$ cat src/rtl/mem_cmd_scheduler_if.sv
// Command channel of the memory command scheduler: valid/ready handshake
// carrying an opcode, target bank address, row and start column.
interface mem_cmd_scheduler_if #(
  parameter int BGWIDTH  = 2,
  parameter int BAWIDTH  = 2,
  parameter int COLWIDTH = 10,
  parameter int CHWIDTH  = 5
);
  logic                cmd_valid;
  logic                cmd_ready;
  logic [1:0]          cmd_op;
  logic [BGWIDTH-1:0]  cmd_bg;
  logic [BAWIDTH-1:0]  cmd_ba;
  logic [CHWIDTH-1:0]  cmd_row;
  logic [COLWIDTH-1:0] cmd_col;

  modport master (
    output cmd_valid, cmd_op, cmd_bg, cmd_ba, cmd_row, cmd_col,
    input  cmd_ready
  );

  modport slave (
    input  cmd_valid, cmd_op, cmd_bg, cmd_ba, cmd_row, cmd_col,
    output cmd_ready
  );
endinterface

$ cat src/rtl/mem_cmd_scheduler.sv
// Per-bank ACT/PRE state machines with tRCD/tRP timers plus one shared
// RD/WR burst engine (tCL wait, then BL wrapping beats).
module mem_cmd_scheduler #(
  parameter int BGWIDTH       = 2,
  parameter int BAWIDTH       = 2,
  parameter int COLWIDTH      = 10,
  parameter int CHWIDTH       = 5,
  parameter int BLWIDTH       = 3,
  parameter int TRCD          = 4,
  parameter int TRP           = 4,
  parameter int TCL           = 4,
  parameter int BANKGROUPS    = 2**BGWIDTH,
  parameter int BANKSPERGROUP = 2**BAWIDTH
) (
  input  logic                                                   clk,
  input  logic                                                   rst_n,
  mem_cmd_scheduler_if.slave                                     cmd_if,
  output logic [BANKGROUPS-1:0][BANKSPERGROUP-1:0]               rd_o_wr_o,
  output logic [BANKGROUPS-1:0][BANKSPERGROUP-1:0][CHWIDTH-1:0]  row_o,
  output logic [BANKGROUPS-1:0][BANKSPERGROUP-1:0][COLWIDTH-1:0] column_o,
  output logic                                                   beat_valid_o,
  output logic [BGWIDTH-1:0]                                     beat_bg_o,
  output logic [BAWIDTH-1:0]                                     beat_ba_o,
  output logic                                                   beat_rd_o,
  output logic                                                   cmd_err_o
);

  localparam int BL = 2**BLWIDTH;
  localparam int TW = 8;

  typedef enum logic [1:0] {OP_ACT = 2'b00, OP_RD = 2'b01, OP_WR = 2'b10, OP_PRE = 2'b11} op_e;
  typedef enum logic [1:0] {B_IDLE, B_ACTIVATING, B_ACTIVE, B_PRECHARGING} bank_state_e;
  typedef enum logic [1:0] {E_IDLE, E_WAIT, E_BURST} eng_state_e;

  bank_state_e bank_q  [BANKGROUPS][BANKSPERGROUP];
  logic [TW-1:0] timer_q [BANKGROUPS][BANKSPERGROUP];

  logic [BANKGROUPS-1:0][BANKSPERGROUP-1:0]               rd_o_wr_q;
  logic [BANKGROUPS-1:0][BANKSPERGROUP-1:0][CHWIDTH-1:0]  row_q;
  logic [BANKGROUPS-1:0][BANKSPERGROUP-1:0][COLWIDTH-1:0] column_q;

  eng_state_e          eng_q;
  logic [TW-1:0]       ecnt_q;
  logic [BGWIDTH-1:0]  tgt_bg_q;
  logic [BAWIDTH-1:0]  tgt_ba_q;
  logic                tgt_rd_q;
  logic [COLWIDTH-1:0] base_col_q;
  logic                beat_valid_q;
  logic [BGWIDTH-1:0]  beat_bg_q;
  logic [BAWIDTH-1:0]  beat_ba_q;
  logic                beat_rd_q;
  logic                cmd_err_q;

  op_e         op;
  bank_state_e tgt_state;
  logic        eng_busy;
  logic        cmd_ready_d;
  logic        cmd_fire;
  logic        cmd_legal;

  // Column of beat k: low BLWIDTH bits wrap inside the burst-aligned block.
  function automatic logic [COLWIDTH-1:0] beat_col(input logic [COLWIDTH-1:0] base,
                                                    input logic [BLWIDTH-1:0]  k);
    logic [BLWIDTH-1:0] low;
    low = base[BLWIDTH-1:0] + k;
    return {base[COLWIDTH-1:BLWIDTH], low};
  endfunction

  assign op = op_e'(cmd_if.cmd_op);

  // NOTE: every always_comb output gets a default first so no path leaves it unassigned (no latch).
  always_comb begin
    tgt_state   = bank_q[cmd_if.cmd_bg][cmd_if.cmd_ba];
    eng_busy    = (eng_q != E_IDLE);
    cmd_ready_d = 1'b1;
    cmd_legal   = 1'b0;
    if (tgt_state == B_ACTIVATING || tgt_state == B_PRECHARGING) cmd_ready_d = 1'b0;
    if ((op == OP_RD || op == OP_WR) && eng_busy) cmd_ready_d = 1'b0;
    if (op == OP_PRE && eng_busy && cmd_if.cmd_bg == tgt_bg_q && cmd_if.cmd_ba == tgt_ba_q)
      cmd_ready_d = 1'b0;
    if (op == OP_ACT) cmd_legal = (tgt_state == B_IDLE);
    else              cmd_legal = (tgt_state == B_ACTIVE);
    cmd_fire = cmd_if.cmd_valid && cmd_ready_d;
  end

  assign cmd_if.cmd_ready = cmd_ready_d;

  // NOTE: state registers use non-blocking assignments so every update sees pre-edge values.
  always_ff @(posedge clk or negedge rst_n) begin
    if (!rst_n) begin
      // NOTE: row/column arrays are reset because their values are visible outputs after reset.
      for (int g = 0; g < BANKGROUPS; g++) begin
        for (int b = 0; b < BANKSPERGROUP; b++) begin
          bank_q[g][b]  <= B_IDLE;
          timer_q[g][b] <= '0;
        end
      end
      rd_o_wr_q    <= '0;
      row_q        <= '0;
      column_q     <= '0;
      eng_q        <= E_IDLE;
      ecnt_q       <= '0;
      tgt_bg_q     <= '0;
      tgt_ba_q     <= '0;
      tgt_rd_q     <= 1'b0;
      base_col_q   <= '0;
      beat_valid_q <= 1'b0;
      beat_bg_q    <= '0;
      beat_ba_q    <= '0;
      beat_rd_q    <= 1'b0;
      cmd_err_q    <= 1'b0;
    end else begin
      cmd_err_q <= cmd_fire && !cmd_legal;

      for (int g = 0; g < BANKGROUPS; g++) begin
        for (int b = 0; b < BANKSPERGROUP; b++) begin
          if (bank_q[g][b] == B_ACTIVATING || bank_q[g][b] == B_PRECHARGING) begin
            if (timer_q[g][b] <= TW'(1)) begin
              bank_q[g][b]  <= (bank_q[g][b] == B_ACTIVATING) ? B_ACTIVE : B_IDLE;
              timer_q[g][b] <= '0;
            end else begin
              timer_q[g][b] <= timer_q[g][b] - TW'(1);
            end
          end
        end
      end

      // Legal commands only ever target IDLE/ACTIVE banks or an idle engine,
      // so they never collide with the timer or engine updates.
      if (cmd_fire && cmd_legal) begin
        unique case (op)
          OP_ACT: begin
            bank_q[cmd_if.cmd_bg][cmd_if.cmd_ba]  <= B_ACTIVATING;
            timer_q[cmd_if.cmd_bg][cmd_if.cmd_ba] <= TW'(TRCD);
            row_q[cmd_if.cmd_bg][cmd_if.cmd_ba]   <= cmd_if.cmd_row;
          end
          OP_PRE: begin
            bank_q[cmd_if.cmd_bg][cmd_if.cmd_ba]  <= B_PRECHARGING;
            timer_q[cmd_if.cmd_bg][cmd_if.cmd_ba] <= TW'(TRP);
          end
          OP_RD, OP_WR: begin
            eng_q      <= E_WAIT;
            ecnt_q     <= TW'(TCL);
            tgt_bg_q   <= cmd_if.cmd_bg;
            tgt_ba_q   <= cmd_if.cmd_ba;
            tgt_rd_q   <= (op == OP_RD);
            base_col_q <= cmd_if.cmd_col;
          end
          default: ;
        endcase
      end

      unique case (eng_q)
        E_WAIT: begin
          if (ecnt_q <= TW'(1)) begin
            eng_q                        <= E_BURST;
            ecnt_q                       <= '0;
            beat_valid_q                 <= 1'b1;
            beat_bg_q                    <= tgt_bg_q;
            beat_ba_q                    <= tgt_ba_q;
            beat_rd_q                    <= tgt_rd_q;
            rd_o_wr_q[tgt_bg_q][tgt_ba_q] <= !tgt_rd_q;
            column_q[tgt_bg_q][tgt_ba_q]  <= beat_col(base_col_q, '0);
          end else begin
            ecnt_q <= ecnt_q - TW'(1);
          end
        end
        E_BURST: begin
          if (ecnt_q == TW'(BL - 1)) begin
            eng_q        <= E_IDLE;
            ecnt_q       <= '0;
            beat_valid_q <= 1'b0;
            beat_bg_q    <= '0;
            beat_ba_q    <= '0;
            beat_rd_q    <= 1'b0;
            rd_o_wr_q    <= '0;
          end else begin
            ecnt_q                       <= ecnt_q + TW'(1);
            column_q[tgt_bg_q][tgt_ba_q] <= beat_col(base_col_q, ecnt_q[BLWIDTH-1:0] + BLWIDTH'(1));
          end
        end
        default: ;
      endcase
    end
  end

  assign rd_o_wr_o    = rd_o_wr_q;
  assign row_o        = row_q;
  assign column_o     = column_q;
  assign beat_valid_o = beat_valid_q;
  assign beat_bg_o    = beat_bg_q;
  assign beat_ba_o    = beat_ba_q;
  assign beat_rd_o    = beat_rd_q;
  assign cmd_err_o    = cmd_err_q;

endmodule

$ cat src/flat_wrapper.sv
// flat-port wrapper written by rule: the top's interface ports become plain ports
module mem_cmd_scheduler_flat 
#(
  parameter int BGWIDTH       = 2,
  parameter int BAWIDTH       = 2,
  parameter int COLWIDTH      = 10,
  parameter int CHWIDTH       = 5,
  parameter int BLWIDTH       = 3,
  parameter int TRCD          = 4,
  parameter int TRP           = 4,
  parameter int TCL           = 4,
  parameter int BANKGROUPS    = 2**BGWIDTH,
  parameter int BANKSPERGROUP = 2**BAWIDTH
)
  (clk, rst_n, rd_o_wr_o, row_o, column_o, beat_valid_o, beat_bg_o, beat_ba_o, beat_rd_o, cmd_err_o, cmd_if_cmd_valid, cmd_if_cmd_op, cmd_if_cmd_bg, cmd_if_cmd_ba, cmd_if_cmd_row, cmd_if_cmd_col, cmd_if_cmd_ready);
  mem_cmd_scheduler_if #(.BGWIDTH(BGWIDTH), .BAWIDTH(BAWIDTH), .COLWIDTH(COLWIDTH), .CHWIDTH(CHWIDTH)) cmd_if_i ();
  input  logic clk;
  input  logic rst_n;
  output logic [BANKGROUPS-1:0][BANKSPERGROUP-1:0] rd_o_wr_o;
  output logic [BANKGROUPS-1:0][BANKSPERGROUP-1:0][CHWIDTH-1:0] row_o;
  output logic [BANKGROUPS-1:0][BANKSPERGROUP-1:0][COLWIDTH-1:0] column_o;
  output logic beat_valid_o;
  output logic [BGWIDTH-1:0] beat_bg_o;
  output logic [BAWIDTH-1:0] beat_ba_o;
  output logic beat_rd_o;
  output logic cmd_err_o;
  input wire logic [$bits(cmd_if_i.cmd_valid)-1:0] cmd_if_cmd_valid;
  input wire logic [$bits(cmd_if_i.cmd_op)-1:0] cmd_if_cmd_op;
  input wire logic [$bits(cmd_if_i.cmd_bg)-1:0] cmd_if_cmd_bg;
  input wire logic [$bits(cmd_if_i.cmd_ba)-1:0] cmd_if_cmd_ba;
  input wire logic [$bits(cmd_if_i.cmd_row)-1:0] cmd_if_cmd_row;
  input wire logic [$bits(cmd_if_i.cmd_col)-1:0] cmd_if_cmd_col;
  output wire logic [$bits(cmd_if_i.cmd_ready)-1:0] cmd_if_cmd_ready;
  assign cmd_if_i.cmd_valid = cmd_if_cmd_valid;
  assign cmd_if_i.cmd_op = cmd_if_cmd_op;
  assign cmd_if_i.cmd_bg = cmd_if_cmd_bg;
  assign cmd_if_i.cmd_ba = cmd_if_cmd_ba;
  assign cmd_if_i.cmd_row = cmd_if_cmd_row;
  assign cmd_if_i.cmd_col = cmd_if_cmd_col;
  assign cmd_if_cmd_ready = cmd_if_i.cmd_ready;
  mem_cmd_scheduler #(.BGWIDTH(BGWIDTH), .BAWIDTH(BAWIDTH), .COLWIDTH(COLWIDTH), .CHWIDTH(CHWIDTH), .BLWIDTH(BLWIDTH), .TRCD(TRCD), .TRP(TRP), .TCL(TCL), .BANKGROUPS(BANKGROUPS), .BANKSPERGROUP(BANKSPERGROUP)) u_core (.clk(clk), .rst_n(rst_n), .cmd_if(cmd_if_i), .rd_o_wr_o(rd_o_wr_o), .row_o(row_o), .column_o(column_o), .beat_valid_o(beat_valid_o), .beat_bg_o(beat_bg_o), .beat_ba_o(beat_ba_o), .beat_rd_o(beat_rd_o), .cmd_err_o(cmd_err_o));
endmodule
$ cat config.mk
export PLATFORM = sky130hd
export DESIGN_NAME = mem_cmd_scheduler_flat
export DESIGN_NICKNAME = d
export VERILOG_FILES = /design/src/rtl/mem_cmd_scheduler_if.sv /design/src/rtl/mem_cmd_scheduler.sv /design/src/flat_wrapper.sv
export SDC_FILE = /design/constraint.sdc
export NUM_CORES = 1
export LEC_CHECK = 0
export ABC_AREA = 1
export BUFFER_PORTS_ARGS = -buffer_cell sky130_fd_sc_hd__buf_2
export CAP_MARGIN = 20
export CORE_UTILIZATION = 63
export DETAILED_ROUTE_END_ITERATION = 8
export MAX_ROUTING_LAYER = met4
export PLACE_DENSITY_LB_ADDON = 0.15
export SLEW_MARGIN = 5
export SYNTH_ARGS = -nofsm -noshare
export SYNTH_HDL_FRONTEND = slang
export SYNTH_SLANG_ARGS = --single-unit
$ cat constraint.sdc
create_clock -name clk -period 3.7 [get_ports clk]
set_input_delay 0 -clock clk [delete_from_list [all_inputs] [get_ports clk]]
set_output_delay 0 -clock clk [all_outputs]
set_load 0.1 [all_outputs]
# Yosys cells after proc, flatten, opt, wreduce, memory -nomap -nowiden

Cells that the tools add are included.

Bits in registers: 448
Input bits: 24
Output and inout port bits: 264

$add $sub $neg: 20
Order comparisons: 29
Equal/unequal tests: 46
Multiplexer cells: 144
Bitwise gates (word level): 9
Reduce and logical (&&, ||, !) cells: 46

Operators by type and width:

| kind                  | count |
|---|---|
| $bwmux W160           | 2 |
| $mux W160             | 2 |
| $mux W8               | 40 |
| $pmux W160 S2         | 1 |
| $mux W128             | 2 |
| $le A8 B1 Y1 const B  | 17 |
| $sub A8 B1 Y8 const B | 17 |
| $mux W2               | 58 |
| $and A112 B112 Y112   | 1 |
| $not A112 Y112        | 1 |
| $bwmux W80            | 1 |
| $demux W40 S2         | 1 |
| $demux W32 S2         | 1 |
| $mux W32              | 2 |
| $pmux W32 S2          | 1 |
| $eq A2 B2 Y1 const B  | 21 |
| $demux W20 S2         | 1 |
| $mux W40              | 1 |
| $eq A2 B1 Y1 const B  | 19 |
| $demux W8 S2          | 2 |
| $mux W16              | 2 |
| $or A16 B16 Y16       | 2 |
| $or A32 B32 Y32       | 1 |
| $pmux W16 S2          | 1 |
| 39 further kinds      | 97 |

# Longest topological paths before layout

Depth in word-level cells: 17
Depth in mapped cells: 18
Gate-level depth less buffers: 15

# Worst setup path before layout

OpenSTA, ideal clock, no wires.

Path kind: register to register
Start point: register u_core.ecnt_q[0]
End point: register u_core.column_q, in the netlist u_core.column_o[60]
Setup time: 0.134 ns
Arrival: 1.982 ns
Required time: 3.566 ns
Setup slack: 1.584 ns
Stages on the path, launching flop included: 16
Buffers on the path: 2
Clock period less this slack: 2.116 ns
Cell sequence: dfrtp_1 inv_1 ha_1 nor2_1 nor2_1 nand2_1 nand2_1 inv_1 nor2_1 o21ai_2 buf_2 nor2_1 inv_1 clkbuf_1 nand2_1 o21ai_0

Cells in the longest elaborated chain, start to end: 5
Elaborated cells on any way between the ends: 10

RTL lines:

| item                           | RTL line                 | source |
|---|---|---|
| start: declaration             | mem_cmd_scheduler.sv:43  | `logic [TW-1:0] ecnt_q;` |
| start signal: assignment       | mem_cmd_scheduler.sv:143 | `ecnt_q <= TW'(TCL);` |
| start signal: assignment       | mem_cmd_scheduler.sv:165 | `ecnt_q <= ecnt_q - TW'(1);` |
| start signal: assignment       | mem_cmd_scheduler.sv:178 | `ecnt_q <= ecnt_q + TW'(1);` |
| $add A3 B1 Y3                  | mem_cmd_scheduler.sv:179 | `column_q[tgt_bg_q][tgt_ba_q] <= beat_col(base_col_q, ecnt_q[BLWIDTH-1:0] + BLWIDTH'(1));` |
| $add A3 B3 Y3                  | mem_cmd_scheduler.sv:65  | `low = base[BLWIDTH-1:0] + k;` |
| $bwmux W160                    | mem_cmd_scheduler.sv:179 |  |
| $mux W160                      | mem_cmd_scheduler.sv:169 | `if (ecnt_q == TW'(BL - 1)) begin` |
| $pmux W160 S2                  | mem_cmd_scheduler.sv:153 | `unique case (eng_q)` |
| end signal: indexed assignment | mem_cmd_scheduler.sv:163 | `column_q[tgt_bg_q][tgt_ba_q] <= beat_col(base_col_q, '0);` |
| end signal: indexed assignment | mem_cmd_scheduler.sv:179 |  |
| end: declaration               | mem_cmd_scheduler.sv:40  | `logic [BANKGROUPS-1:0][BANKSPERGROUP-1:0][COLWIDTH-1:0] column_q;` |

Several ways; a longest one is shown, not always the timed one. The select of a mux whose other input is x is not followed.
A chain may end at the register's enable or synchronous reset.

# Worst setup path after layout

Start point: register u_core.bank_q[10] in the netlist's numbering
End point: register u_core.timer_q[8] in the netlist's numbering

Cells in the longest elaborated chain, start to end: 14
Elaborated cells on any way between the ends: 18

RTL lines:

| item                                                | RTL line                 | source |
|---|---|---|
| start: declaration                                  | mem_cmd_scheduler.sv:35  | `bank_state_e bank_q [BANKGROUPS][BANKSPERGROUP];` |
| start signal: indexed assignment                    | mem_cmd_scheduler.sv:119 | `bank_q[g][b] <= (bank_q[g][b] == B_ACTIVATING) ? B_ACTIVE : B_IDLE;` |
| $bmux W8 S2 (*)                                     | mem_cmd_scheduler.sv:73  | `tgt_state = bank_q[cmd_if.cmd_bg][cmd_if.cmd_ba];` |
| $mux W8 (not written as such) (*) (2 in series)     | mem_cmd_scheduler.sv:73  |  |
| $bmux W2 S2 (*)                                     | mem_cmd_scheduler.sv:73  |  |
| $mux W2 (not written as such) (*) (2 in series)     | mem_cmd_scheduler.sv:73  |  |
| $eq A2 B1 Y1 / $eq A2 B2 Y1 (equally long branches) | mem_cmd_scheduler.sv:77  | `if (tgt_state == B_ACTIVATING \|\| tgt_state == B_PRECHARGING) cmd_ready_d = 1'b0;` |
| $logic_or A1 B1 Y1                                  | mem_cmd_scheduler.sv:77  |  |
| $mux W1                                             | mem_cmd_scheduler.sv:77  |  |
| $mux W1                                             | mem_cmd_scheduler.sv:78  | `if ((op == OP_RD \|\| op == OP_WR) && eng_busy) cmd_ready_d = 1'b0;` |
| $mux W1                                             | mem_cmd_scheduler.sv:79  | `if (op == OP_PRE && eng_busy && cmd_if.cmd_bg == tgt_bg_q && cmd_if.cmd_ba == tgt_ba_q)` |
| $logic_and A1 B1 Y1                                 | mem_cmd_scheduler.sv:83  | `cmd_fire = cmd_if.cmd_valid && cmd_ready_d;` |
| $logic_and A1 B1 Y1 (*)                             | mem_cmd_scheduler.sv:130 | `if (cmd_fire && cmd_legal) begin` |
| $mux W128 (*)                                       | mem_cmd_scheduler.sv:130 |  |
| end signal: indexed assignment                      | mem_cmd_scheduler.sv:122 | `timer_q[g][b] <= timer_q[g][b] - TW'(1);` |
| end signal: indexed assignment                      | mem_cmd_scheduler.sv:134 | `timer_q[cmd_if.cmd_bg][cmd_if.cmd_ba] <= TW'(TRCD);` |
| end signal: indexed assignment                      | mem_cmd_scheduler.sv:139 | `timer_q[cmd_if.cmd_bg][cmd_if.cmd_ba] <= TW'(TRP);` |
| end: declaration                                    | mem_cmd_scheduler.sv:36  | `logic [TW-1:0] timer_q [BANKGROUPS][BANKSPERGROUP];` |

Mark *: on every way between the ends. The rest lies on a longest branch, timed or not. The select of a mux whose other input is x is not followed.

==> results.cfg <==
[run_status]
status = finished clean

[critical_path]
path_common_cell = nand2_1
endpoint_kind = register
crit_type = register to register
slowest_stage = dfrtp_1
path_buf_inv = 2
cp-start-kind = register
path_cells = inv_1, o21ai_0, nand2_1, nand2_1, nand2_1, nand2_1, nor2_1, nand2_1, nor2_2, nand2_2, nor2_4, buf_4, a21boi_0
cp_max_fo = 38
worstPathArrival_ns = 3.35
path_delay_family = simple AND/OR/NAND/NOR gates
slowest_delay_ns = 0.55
crit_required_ns = 4.11

[placed_design]
dpl.hpwl_um = 41700
globalplace.congestion = 0.919
port_buffers = 287

[finish]
syn2layout_area_growth_pct = 15.5
final_common_cell = nand2_1
fin_nets = 3326
mostFrequentLayoutCells = nand2_1, dfrtp_1, o21ai_0
regArea_sq_um = 11200
drive_gt1_frac = 0.129
multi_input_area_sq_um = 10100
fillers = 2670

[grt]
grt_pass1_wl_um = 104000
antenna_found_initial = 3
grt_max_degree = 91
grt_usage = 0.353
grt_pass1_vias = 20800
grt_overflow = 0

[clock_tree]
clk_pin_slew_ns = 0.07
post_cts_buffers = 0
cts-resized-gates = 0
clk_path_buf_depth = 3
cts_hold_buffers = 22
clk_latency_ns = 0.60
cts-root-buf = clkbuf_16
cts_buffers = 47
clock_sinks = 448
cts_tree = yes
htree_levels = 2

[logic_synthesis]
synthCells = 3038
netlist_area_sq_um = 23100
avgSynthCellArea_sq_um = 7.62
ys_ff_latch = 448
yosysUniqueCellTypes = 37
ys_warn_count = 0
yosysSeqAreaShare = 0.485
syn_nets = 3105

[floorplan]
dieArea_sq_um = 37500
fp.coreArea_sq_um = 35800
die_y_um = 194
start_util = 0.646
core.rowCount = 69
die_x_um = 194
pin_count = 288

[timing]
clock_skew_ns = 0.0476
fmax_mhz = 340
finalHoldViolations = 0
worstMarginPinSlew_ns = 1.07
fin_crit_ns = 2.94
period_share = 0.795
max-slew-margin-rel = 0.284
rsz0062_at_grt = no
setup_violations = 0
fin_setup_tns_ns = 0
drv_slew = 0

[detailed_routing]
drt_iter0_markers = 1703
firstDrtPassIters = 7
wl_um = 63500
routed_via_density = 5.76
drc = 0
wire_per_inst_um = 16.9
ant_nets = 0
vias = 21700

[worst_hold_path]
hp-class = input port to asynchronous set/reset pin

[job]
maxCapViolCount = 0
-- cell families after synthesis --
family / share of synthesized area
compound gates: 0.150
xor+xnor: 0.0170
fa+ha+maj: 0.0236
buf+inv: 0.0804
flops: 0.485
simple gates: 0.245
-- metrics by stage --
stage	std cells	area (sq um)	hold slack, ns	utilization	setup slack, ns
floorplan	3038	23100	-0.296	-	1.58
global placement	3649	24700	0.0791	0.691	0.927
detailed placement	3649	24700	0.0851	0.691	0.812
CTS	3758	26700	0.0548	0.746	0.796
global route	3761	26700	0.116	0.746	0.561
finish	3761	26700	0.0498	0.746	0.757
-- Yosys cell counts --
cell type	number	share of area
a21boi_0	28	0.0091
a21oi_1	82	0.018
a22oi_1	7	0.0023
a32oi_1	1	0.00038
a41oi_1	42	0.016
and3_1	1	0.00027
buf_1	4	0.00065
buf_2	25	0.0054
buf_4	11	0.0036
buf_6	1	0.00049
clkbuf_1	129	0.021
clkinv_1	1	0.00016
dfrtp_1	448	0.48
fa_1	1	0.00087
ha_1	42	0.023
inv_1	299	0.049
inv_2	4	0.00065
nand2_1	947	0.15
nand2_2	1	0.00027
nand3_1	186	0.040
nand3b_1	3	0.00097
nand4_1	35	0.0095
nor2_1	189	0.031
nor2_2	2	0.00054
nor3_1	23	0.0050
nor3_2	2	0.00087
o211ai_1	12	0.0039
o21ai_0	413	0.089
o21ai_1	19	0.0041
o21ai_2	1	0.00038
o221ai_1	2	0.00076
o22ai_1	20	0.0054
o311ai_0	1	0.00038
o31ai_1	1	0.00032
or2_2	10	0.0027
xnor2_1	9	0.0034
xor2_1	36	0.014
-- final cells by class --
| cell class | count | share of cell area |
|---|---|---|
| diodes | 3 | 0.000281 |
| well taps | 461 | 0.0216 |
| inverters | 304 | 0.0427 |
| clock inverters | 25 | 0.0147 |
| clock buffers | 62 | 0.0510 |
| flip-flops and latches | 448 | 0.419 |
| repair buffers | 342 | 0.0730 |
| multi-input cells | 2116 | 0.377 |
-- final timing paths --
check | start | endpoint | slack, ns | cells after the start
max | u_core.bank_q[10] | u_core.timer_q[8] | 0.76 | 13
min | rst_n | u_core.row_o[69] | 0.05 | 2
max reg2reg | u_core.bank_q[10] | u_core.timer_q[8] | 0.76 | 13
min reg2reg | u_core.row_o[72] | u_core.row_o[72] | 0.47 | 2
max in group asynchronous | rst_n | u_core.timer_q[22] | 2.63 | 3
min in group clk | cmd_if_cmd_bg[0] | u_core.tgt_bg_q[0] | 0.10 | 3
-- per-layer routing --
metal / share of wire / track usage / vias to the layer above
met5: 0 / - / -
met4: 0.041 / 0.165 / 0
met3: 0.075 / 0.0562 / 165
met2: 0.47 / 0.559 / 897
met1: 0.41 / 0.448 / 10300
li1: - / - / 10300
Power is not shown: default switching activity piles up to over one toggle a cycle in this logic, so the estimate is an artifact.
